===== config.mk =====
export PLATFORM = sky130hd
export DESIGN_NAME = itof_arbiter
export DESIGN_NICKNAME = d
export VERILOG_FILES = /design/src/rtl/itof_arbiter.sv
export SDC_FILE = /design/constraint.sdc
export NUM_CORES = 1
export LEC_CHECK = 0
export ABC_CLOCK_PERIOD_IN_PS = 17600
export CORE_MARGIN = 2
export CORE_UTILIZATION = 35
export DETAILED_ROUTE_END_ITERATION = 12
export HOLD_SLACK_MARGIN = 0.1
export SYNTH_ARGS = -nofsm -noshare
export SYNTH_HDL_FRONTEND = slang
export SYNTH_SLANG_ARGS = --single-unit

===== constraint.sdc =====
create_clock -name clk -period 17.6 [get_ports clk]
set_input_delay 1.76 -clock clk [delete_from_list [all_inputs] [get_ports clk]]
set_output_delay 1.76 -clock clk [all_outputs]
set_load 0.1 [all_outputs]

===== src/rtl/itof_arbiter.sv =====
// itof_arbiter: shares one combinational int32 -> IEEE-754 single converter
// between NREQ requesters.
// Grants are round-robin. The datapath has an operand register followed by a
// result register, with a valid/ready handshake on both sides.
// Ports:
//   clk, rstn            clock, asynchronous active-low reset
//   req_valid[NREQ]      requester i presents an operand
//   req_data[32*NREQ]    operand i at [32*i +: 32], signed int32
//   req_ready[NREQ]      one-hot (or zero) grant, combinational
//   res_valid/res_ready  result handshake
//   res_data[32]         float result (round to nearest even)
//   res_id[IDW]          index of the requester that produced res_data
module itof_arbiter #(
   parameter int unsigned NREQ = 2,
   parameter int unsigned IDW  = (NREQ > 1) ? $clog2(NREQ) : 1
) (
   input  logic                 clk,
   input  logic                 rstn,
   input  logic [NREQ-1:0]      req_valid,
   input  logic [32*NREQ-1:0]   req_data,
   output logic [NREQ-1:0]      req_ready,
   output logic                 res_valid,
   input  logic                 res_ready,
   output logic [31:0]          res_data,
   output logic [IDW-1:0]       res_id
);

   localparam int unsigned DW = 32;

   logic           s1_valid;
   logic [DW-1:0]  s1_data;
   logic [IDW-1:0] s1_id;
   logic [IDW-1:0] rr_ptr;

   logic           s2_free;
   logic           s1_adv;
   logic           s1_free;
   logic           grant_any;
   logic [IDW-1:0] grant_id;
   logic           take;
   logic [DW-1:0]  sel_data;
   logic [IDW-1:0] rr_next;
   logic [DW-1:0]  itof_res;

   // Pipeline flow control
   always_comb begin
      s2_free = !res_valid || res_ready;
      s1_adv  = s1_valid && s2_free;
      s1_free = !s1_valid || s1_adv;
   end

   // Round-robin search starting at rr_ptr. The loop walks downwards so that
   // the lowest offset from rr_ptr is the one that wins.
   always_comb begin
      int idx;
      grant_any = 1'b0;
      grant_id  = '0;
      idx       = 0;
      for (int k = int'(NREQ) - 1; k >= 0; k--) begin
         idx = int'(rr_ptr) + k;
         if (idx >= int'(NREQ)) idx = idx - int'(NREQ);
         if (req_valid[IDW'(idx)]) begin
            grant_any = 1'b1;
            grant_id  = IDW'(idx);
         end
      end
   end

   // Grant qualification, operand select and pointer advance
   always_comb begin
      take     = s1_free && grant_any;
      sel_data = '0;
      for (int k = 0; k < int'(NREQ); k++) begin
         if (IDW'(k) == grant_id) sel_data = req_data[k*DW +: DW];
      end
      if (int'(grant_id) == int'(NREQ) - 1) rr_next = '0;
      else                                  rr_next = grant_id + IDW'(1);
      // No grant may be seen while reset is asserted.
      req_ready = (rstn && take) ? (NREQ'(1) << grant_id) : '0;
   end

   // int32 -> float: take the magnitude, normalise it, then round to nearest
   // even. A rounding carry ripples from the mantissa into the exponent.
   always_comb begin
      logic          sgn;
      logic [DW-1:0] mag;
      logic [DW-1:0] norm;
      logic [5:0]    lz;
      logic          rnd;
      logic [30:0]   exp_man;
      sgn  = s1_data[31];
      mag  = sgn ? DW'(-s1_data) : s1_data;
      lz   = '0;
      for (int b = 0; b < int'(DW); b++) begin
         if (mag[b]) lz = 6'(31 - b);
      end
      norm    = mag << lz;
      rnd     = norm[7] && ((|norm[6:0]) || norm[8]);
      exp_man = {8'd158 - {2'b00, lz}, norm[30:8]};
      exp_man = exp_man + 31'(rnd);
      itof_res = (mag == '0) ? '0 : {sgn, exp_man};
   end

   // Operand stage and round-robin pointer
   always_ff @(posedge clk or negedge rstn) begin
      if (!rstn) begin
         s1_valid <= 1'b0;
         s1_data  <= '0;
         s1_id    <= '0;
         rr_ptr   <= '0;
      end else begin
         if (take) begin
            s1_valid <= 1'b1;
            s1_data  <= sel_data;
            s1_id    <= grant_id;
            rr_ptr   <= rr_next;
         end else if (s1_adv) begin
            s1_valid <= 1'b0;
         end
      end
   end

   // Result stage; data and id hold their value after a pop.
   always_ff @(posedge clk or negedge rstn) begin
      if (!rstn) begin
         res_valid <= 1'b0;
         res_data  <= '0;
         res_id    <= '0;
      end else begin
         if (s1_adv) begin
            res_valid <= 1'b1;
            res_data  <= itof_res;
            res_id    <= s1_id;
         end else if (res_ready) begin
            res_valid <= 1'b0;
         end
      end
   end

endmodule

== After elaboration in Yosys (flattened, before gate mapping) ==
Index checks and enable logic that the tools add are counted.

* $add $sub $neg: 7
* $lt $le $gt $ge: 4
* Shifts and indexed selects: 2
* Mux-type cells: 51
* Reductions and logical operators: 13

{| class="wikitable"
|+ Operators by type and width
! cell !! number
|-
| two-way mux 6 bit || 31
|-
| two-way mux 32 bit || 3
|-
| zero test 32 bit || 1
|-
| negator 32 bit || 1
|-
| << shifter 32 x 6 -> 31 bit || 1
|-
| adder 31 x 1 -> 31 bit || 1
|-
| two-way mux 1 bit || 15
|-
| subtractor 8 x 6 -> 8 bit (first input constant) || 1
|-
| OR reduction 7 bit || 1
|-
| < comparator 1 x 3 -> 1 bit (second input constant) || 2
|-
| two-way mux 5 bit || 1
|-
| logical AND 1 bit || 4
|-
| nonzero test 2 bit || 2
|-
| logical OR 1 bit || 3
|-
| adder 1 x 1 -> 2 bit (second input constant) || 1
|-
| greater-or-equal comparator 1 x 2 -> 1 bit (second input constant) || 1
|-
| greater-or-equal comparator 2 bit (second input constant) || 1
|-
| zero test 1 bit || 2
|-
| two-way mux 2 bit || 1
|-
| << shifter 1 x 1 -> 2 bit (first input constant) || 1
|-
| subtractor 1 bit (second input constant) || 2
|-
| adder 1 bit (second input constant) || 1
|}

* Register bits after elaboration: 69
* Output and inout port bits: 36

== Depth between registers and ports, before layout ==
Gate-level depths: netlist (run 1).

* Depth in word-level cells: 40
* Depth in mapped cells: 25
* Gate-level depth less buffers: 19

== Worst setup path before layout (run 1) ==
OpenSTA, ideal clock, no wires.

* Kind: input to output
* Start point: input res_ready
* End point: output req_ready[0]
* Arrival: 4.622 ns
* Data required time: 15.840 ns
* Path slack: 11.218 ns
* Stages: 5
* Path through: nand3b_1 -> nand2_1 -> clkbuf_1 -> clkbuf_1 -> nor3b_1

* Cells in the longest elaborated chain, start to end: 6

{| class="wikitable"
|+ Ends and longest elaborated chain
! element !! line !! source
|-
| start: declaration || 23 || <nowiki>input logic res_ready,</nowiki>
|-
| logical OR 1 bit || 47 || <nowiki>s2_free = !res_valid || res_ready;</nowiki>
|-
| logical AND 1 bit || 48 || <nowiki>s1_adv = s1_valid && s2_free;</nowiki>
|-
| logical OR 1 bit || 49 || <nowiki>s1_free = !s1_valid || s1_adv;</nowiki>
|-
| logical AND 1 bit || 71 || <nowiki>take = s1_free && grant_any;</nowiki>
|-
| logical AND 1 bit || 79 || <nowiki>req_ready = (rstn && take) ? (NREQ'(1) << grant_id) : '0;</nowiki>
|-
| two-way mux 2 bit || 79 ||
|-
| end: declaration || 21 || <nowiki>output logic [NREQ-1:0] req_ready,</nowiki>
|}

No other way between the ends.

== Final worst setup path (run 1) ==
* Start point: register s1_data[0]
* End point: register res_data[24]

* Cells in the longest elaborated chain, start to end: 40
* Elaborated cells between the ends (all ways): 42

{| class="wikitable"
|+ Ends and longest elaborated chain
! element !! line !! source
|-
| start: declaration || 31 || <nowiki>logic [DW-1:0] s1_data;</nowiki>
|-
| start signal: assignment || 114 || <nowiki>s1_data <= sel_data;</nowiki>
|-
| negator 32 bit || 92 || <nowiki>mag = sgn ? DW'(-s1_data) : s1_data;</nowiki>
|-
| two-way mux 32 bit * || 92 ||
|-
| two-way mux 5 bit || 95 || <nowiki>if (mag[b]) lz = 6'(31 - b);</nowiki>
|-
| two-way mux 6 bit (31 in series) || 95 ||
|-
| << shifter 32 x 6 -> 31 bit || 97 || <nowiki>norm = mag << lz;</nowiki>
|-
| OR reduction 7 bit || 98 || <nowiki>rnd = norm[7] && ((|norm[6:0]) || norm[8]);</nowiki>
|-
| logical OR 1 bit || 98 ||
|-
| logical AND 1 bit || 98 ||
|-
| adder 31 x 1 -> 31 bit || 100 || <nowiki>exp_man = exp_man + 31'(rnd);</nowiki>
|-
| two-way mux 32 bit * || 101 || <nowiki>itof_res = (mag == '0) ? '0 : {sgn, exp_man};</nowiki>
|-
| end signal: assignment || 132 || <nowiki>res_data <= itof_res;</nowiki>
|-
| end: declaration || 24 || <nowiki>output logic [31:0] res_data,</nowiki>
|}

Mark *: on every way between the ends. The rest lies on a longest branch, timed or not.
A chain may end at the register's enable or synchronous reset.

==> results of run 1 <==
## registers in the layout, indices dropped and copies added, names as in the netlist
| name | cells |
|---|---|
| s1_valid | 1 |
| s1_data | 32 |
| res_data | 32 |
| res_valid | 1 |
| res_id | 1 |
| rr_ptr | 1 |
| s1_id | 1 |
## routing by layer
metal	vias to the layer above	global-route usage, %	wire [um]
li1	3940	-	-
met2	308	33.73	11490
met3	29	3.092	1408
met5	-	0	0
met1	3796	29.81	12030
met4	0	4.980	402
## synthesized netlist by cell type, types with 5 or more instances
| library cell | number |
|---|---|
| mux2i_1 | 70 |
| a32oi_1 | 8 |
| o21ai_1 | 5 |
| nand4_1 | 20 |
| and3_1 | 9 |
| a21oi_1 | 25 |
| o31ai_1 | 15 |
| nor2b_1 | 5 |
| nor3_1 | 28 |
| a21o_1 | 9 |
| or2_2 | 12 |
| a211oi_1 | 12 |
| or4_1 | 9 |
| xnor2_1 | 36 |
| o22ai_1 | 9 |
| o21a_1 | 6 |
| a22o_1 | 5 |
| clkbuf_1 | 46 |
| buf_1 | 6 |
| a2111oi_0 | 5 |
| a211o_1 | 5 |
| nand3b_1 | 9 |
| dfrtp_1 | 69 |
| a32o_1 | 10 |
| a311oi_1 | 5 |
| nand3_1 | 40 |
| nor2_1 | 66 |
| nor4_1 | 9 |
| inv_1 | 13 |
| xor2_1 | 21 |
| o21ai_0 | 105 |
| nor4_2 | 5 |
| nand2b_1 | 8 |
| buf_6 | 15 |
| mux2_2 | 5 |
| or3_1 | 11 |
| nand2_1 | 95 |
| buf_2 | 20 |
| a31oi_1 | 11 |
| nor4_4 | 6 |
| o211ai_1 | 42 |
## how the worst min path moves through the flow
stage / to / depth (start not counted) / slack, ns / start
after floorplan: res_valid / 1 / 0.46 / s1_valid
after global placement: res_data[20] / 2 / 0.46 / res_data[20]
after detailed placement: res_data[20] / 2 / 0.47 / res_data[20]
after CTS: rr_ptr / 1 / 0.48 / rr_ptr
after global routing: res_data[10] / 2 / 0.50 / res_data[10]
final: res_data[10] / 2 / 0.47 / res_data[10]
## through the flow
step | utilization, % | area (um^2)
finish | 41.21 | 9303
global route | 41.21 | 9303
CTS | 41.21 | 9303
detailed placement | 39.87 | 9000
global placement | 39.87 | 9000
floorplan | - | 8035
## final cells by class
class	count	share of cell area, %
clock buffer	11	2.609
clock inverter	5	0.6456
inverter	15	0.6590
multi-input combinational	834	61.56
sequential	69	18.59
tap	285	3.833
timing repair buffer	116	12.10
## worst max-delay path, cell delays in order, from the launching register on
cell,delay (ns)
dfrtp_1,0.61
inv_1,0.31
ha_1,0.53
or3b_2,0.54
mux2i_1,0.17
a32o_1,0.26
o211ai_1,0.13
a2111oi_0,0.94
or3_1,0.39
nand3_2,0.73
mux2_2,0.63
o21ai_2,0.25
o211ai_1,0.18
nor4_4,0.41
o211ai_1,0.26
nor4b_4,0.37
or4b_4,0.54
or3_1,0.32
a32o_1,0.24
## power breakdown
| group | total (mW) | internal [mW] | switching (mW) |
|---|---|---|---|
| clock | 0.192 | 0.114 | 0.0783 |
| sequential | 0.292 | 0.215 | 0.0769 |
| combinational | 1.61 | 0.528 | 1.08 |
| total | 2.09 | 0.857 | 1.24 |
## logic make-up (layout without fill, tap and decap cells)
| kind of cell | Yosys count | after routing | share of synthesized area [%] |
|---|---|---|---|
| simple gates | 361 | 361 | 25.21 |
| compound gates | 337 | 337 | 29.77 |
| buf+inv | 108 | 147 | 7.288 |
| mux | 76 | 76 | 9.561 |
| flops | 69 | 69 | 21.49 |
| xor+xnor | 57 | 57 | 6.213 |
| fa+ha+maj | 3 | 3 | 0.4672 |
==> impl_metrics.env, run 1 <==
export IMPL_reg2reg_from="s1_data[0]"
export IMPL_timing_hold_ws_ns=0.4732
export IMPL_first_pass_iters=6
export IMPL_synth_edf_count=0
export IMPL_ys_flop_type="dfrtp_1"
export IMPL_crit_required_ns=17.84
export IMPL_finalWirelength_mm=25.33
export IMPL_drive_above_1_share_pct=9.238
export IMPL_dp_hpwl_mm=19.17
export IMPL_grt_overflow=0
export IMPL_synth_area_leaders="dfrtp_1 (21%), mux2i_1 (8.7%), o21ai_0 (6.5%)"
export IMPL_multiInputGateArea_um2=5727
export IMPL_nets=1117
export IMPL_synth_top_area_cell="dfrtp_1"
export IMPL_antenna_found_initial=0
export IMPL_antenna_cells=0
export IMPL_rows=55
export IMPL_vias=8073
export IMPL_status="finished, final reports clean"
export IMPL_io_pins=105
export IMPL_core_region_area_um2=22570
export IMPL_drt_iter0_drc=718
export IMPL_cp_endpoint="res_data[24]"
export IMPL_pre_cts_ws_ns=9.796
export IMPL_rsz0062_at_grt="no"
export IMPL_post_place_cells=1319
export IMPL_fin_worst_skew_ns=0.008263
export IMPL_globalplace_congestion=0.9209
export IMPL_synthCells=1011
export IMPL_p_leak_nw=3.453
export IMPL_fin_crit_sh_pct=45.22
export IMPL_finalHoldViolations=0
export IMPL_grt_use_total_pct=21.04
export IMPL_cts_tree="yes"
export IMPL_ys_warnings_count=0
export IMPL_cp_max_fo=41
export IMPL_ff2ff_path_depth=18
export IMPL_clockBufferDepth=2
export IMPL_layout_common_cells="o21ai_0 (105), clkdlybuf4s50_1 (102), nand2_1 (94)"
export IMPL_worst_slack_ns=9.642
export IMPL_grt_max_degree=68
export IMPL_cts_setup_buffers=0
export IMPL_avgSynthCellArea_um2=7.948
export IMPL_numCtsBuffers=9
export IMPL_die_height_um=155.5
export IMPL_final_instance_count_excl_fill=1335
export IMPL_syn_nets=1083
export IMPL_relSlewSlack_pct=28.43
export IMPL_syn_area_um2=8035
export IMPL_cts_sinks=69
export IMPL_syn_to_final_growth_pct=15.77
export IMPL_report_power_total_mw=2.095
export IMPL_reg2reg_slack_ns=9.64
export IMPL_ys_seq_elements=69
export IMPL_clock_latency_ns=0.36
export IMPL_worstMarginPinSlew_ns=1.047
export IMPL_yosysUniqueCellTypes=98
export IMPL_power_density_nw_per_um2=225.2
export IMPL_drc=0
export IMPL_slew_viol_final=0
export IMPL_setup_viol=0
export IMPL_r2r_end="res_data[24]"
export IMPL_startpoint="s1_data[0]"
export IMPL_synth_top_cell_area_share_pct=21.49
export IMPL_cts_root_buf="clkbuf_16"
export IMPL_wire_per_inst_um=18.98
export IMPL_critPathLaunchType="flip-flop"
export IMPL_regArea_um2=1729
export IMPL_drtAntennaViolNets=0
export IMPL_portBuffers=103
export IMPL_die_area_um2=24190
export IMPL_htreeDepth=3
export IMPL_critical_path_arrival_ns=8.20
export IMPL_cts_resized=0
export IMPL_hp_class="flip-flop to flip-flop"
export IMPL_ir_worst_vdd_mv=0.08696
export IMPL_ctsHoldBuffers=0
export IMPL_grt_first_pass_wirelength_mm=41.14
export IMPL_fin_crit_ns=7.958
export IMPL_via_per_inst=6.047
export IMPL_layout_commonest_cell="o21ai_0"
export IMPL_criticalPathCategory="flip-flop to flip-flop"
export IMPL_ys_seq_area_share_pct=21.49
export IMPL_start_util_pct=35.60
export IMPL_timing_fmax_mhz=125.7
export IMPL_crit_path_end_kind="flip-flop"
export IMPL_grt_pass1_vias=7479
export IMPL_drv_cap=0
export IMPL_die_width_um=155.5
export IMPL_setup_tns_ns=0
export IMPL_async_flop_share_pct=100.0
export IMPL_clk_transition_reported_paths_ns=0.06
export IMPL_fillers=2376
Note: power is estimated with default switching activity, not from simulation.
==> inputs of run 2 (changes only) <==
- ABC_CLOCK_PERIOD_IN_PS: 17600 -> 8200
- clock period: 17.6 -> 8.2 ns (I/O delays scaled with it)
==> run 2 against run 1 <==
Against the previous run: first-iteration DRC count up 15%; sequential power up 120%; clock-buffer cell count fell by 1; critical endpoint unchanged; flip-flop and latch count is the same; wire length decreased by 0.23%; sequential share of layout area down 0.36 points; clock power rose to 2.7 times the previous value; design area is 2.0% higher; critical path depth is 3 higher.
==> impl_metrics.env, run 2 (synthesis gave the netlist of run 1 again) <==
export IMPL_crit_buf_inv=4
export IMPL_drtAntennaViolNets=0
export IMPL_first_pass_iters=5
export IMPL_grt_first_pass_wirelength_mm=40.99
export IMPL_worstPathCellList="buf_4 > inv_1 > ha_1 > or3b_2 > o41ai_2 > xnor2_1 > a2111oi_0 > o311ai_0 > a21oi_1 > o21a_2 > inv_6 > buf_4 > mux2i_1 > mux2i_1 > o22ai_1 > a211oi_1 > and2_1 > nand3_1 > or4b_4 > or3_1 > a32o_1"
export IMPL_rows=55
export IMPL_ff2ff_path_depth=21
export IMPL_die_height_um=155.5
export IMPL_layout_commonest_cell="o21ai_0"
export IMPL_ctsHoldBuffers=0
export IMPL_io_pins=105
export IMPL_syn_to_final_growth_pct=18.05
export IMPL_via_per_inst=6.077
export IMPL_fin_crit_ns=7.139
export IMPL_start_util_pct=35.60
export IMPL_cts_tree="yes"
export IMPL_grt_max_degree=68
export IMPL_crit_path_end_kind="flip-flop"
export IMPL_rsz0062_at_grt="no"
export IMPL_drv_cap=0
export IMPL_relSlewSlack_pct=24.41
export IMPL_setup_tns_ns=0
export IMPL_layout_common_cells="o21ai_0 (105), clkdlybuf4s50_1 (102), nand2_1 (94)"
export IMPL_critPathLaunchType="flip-flop"
export IMPL_crit_required_ns=8.44
export IMPL_antenna_found_initial=0
export IMPL_worst_slack_ns=1.061
export IMPL_clockBufferDepth=2
export IMPL_core_region_area_um2=22570
export IMPL_crit_slowest_cell="a2111oi_0"
export IMPL_grt_overflow=0
export IMPL_final_instance_count_excl_fill=1348
export IMPL_fin_crit_sh_pct=87.06
export IMPL_reg2reg_from="s1_data[1]"
export IMPL_post_place_cells=1332
export IMPL_crit_family="compound AO/OA/AOI/OAI gates"
export IMPL_reg_top3="res_data: 32 flops, s1_data: 32 flops"
export IMPL_reg2reg_slack_ns=1.06
export IMPL_clock_latency_ns=0.35
export IMPL_cts_resized=0
export IMPL_grt_pass1_vias=7477
export IMPL_drt_iter0_drc=829
export IMPL_cts_setup_buffers=0
export IMPL_setup_viol=0
export IMPL_cts_sinks=69
export IMPL_power_density_nw_per_um2=492.6
export IMPL_fin_worst_skew_ns=0.01036
export IMPL_slowest_delay_ns=0.65
export IMPL_pre_cts_ws_ns=1.217
export IMPL_drive_above_1_share_pct=10.35
export IMPL_antenna_cells=0
export IMPL_grt_use_total_pct=20.89
export IMPL_cp_max_fo=26
export IMPL_portBuffers=103
export IMPL_hp_class="input pin to async pin"
export IMPL_clk_transition_reported_paths_ns=0.06
export IMPL_htreeDepth=3
export IMPL_dp_hpwl_mm=19.50
export IMPL_nets=1130
export IMPL_globalplace_congestion=0.9481
export IMPL_die_width_um=155.5
export IMPL_finalHoldViolations=0
export IMPL_numCtsBuffers=9
export IMPL_worstMarginPinSlew_ns=1.134
export IMPL_status="finished, final reports clean"
export IMPL_drc=0
export IMPL_p_leak_nw=3.556
export IMPL_r2r_end="res_data[24]"
export IMPL_ir_worst_vdd_mv=0.2071
export IMPL_cts_root_buf="clkbuf_16"
export IMPL_vias=8192
export IMPL_critical_path_arrival_ns=7.37
export IMPL_slew_viol_final=0
export IMPL_finalWirelength_mm=25.27
export IMPL_die_area_um2=24190
export IMPL_timing_fmax_mhz=140.1
export IMPL_criticalPathCategory="flip-flop to flip-flop"
export IMPL_wire_per_inst_um=18.75
==> run 2: changes by cell type in the layout (fill, tap and decap cells not counted), sizes merged <==
cell      before  now
buf           14   27
bufinv         1    5
clkbuf        11   10
clkinv         3    1
clkinvlp       1    0
==> run 2: cell type report <==
cell class / count / area [um^2]
multi-input cells: 834 / 5727
repair buffers: 129 / 1224
well taps: 285 / 356.6
clock inverters: 6 / 158.9
flip-flops and latches: 69 / 1729
fillers: 2354 / 13090
clock buffers: 10 / 229.0
inverters: 15 / 61.31
==> run 2: routing by layer <==
layer | track usage [%] | wire (um) | vias up
met5 | 0 | 0 | -
met4 | 5.242 | 410 | 0
met3 | 3.120 | 1407 | 31
met2 | 34.09 | 11700 | 320
met1 | 28.99 | 11760 | 3876
li1 | - | - | 3965
==> run 2: worst max path at each step <==
stage	startpoint	to	slack (ns)	cells after the start
after floorplan	s1_data[0]	res_data[24]	2.32	20
after global placement	s1_data[1]	res_data[24]	1.27	20
after detailed placement	s1_data[1]	res_data[24]	1.22	20
after CTS	s1_data[1]	res_data[24]	1.15	21
after global routing	s1_data[1]	res_data[24]	0.62	21
final	s1_data[1]	res_data[24]	1.06	21
==> run 2: power by group <==
group          internal, mW  switching, mW
Combinational          1.18           2.34
Sequential            0.462          0.175
Clock                 0.359          0.159
Total                  2.00           2.67
==> run 2: per-stage QoR <==
stage / util [%] / hold slack [ns] / power [mW] / cell area, um^2
final: 42.02 / 0.3376 / 4.673 / 9485
after global routing: 42.02 / 0.3473 / 4.994 / 9485
after CTS: 42.02 / 0.3408 / 4.637 / 9485
after detailed placement: 40.30 / 0.4686 / 4.099 / 9097
after global placement: 40.30 / 0.4600 / 4.073 / 9097
after floorplan: - / 0.4572 / 3.340 / 8035
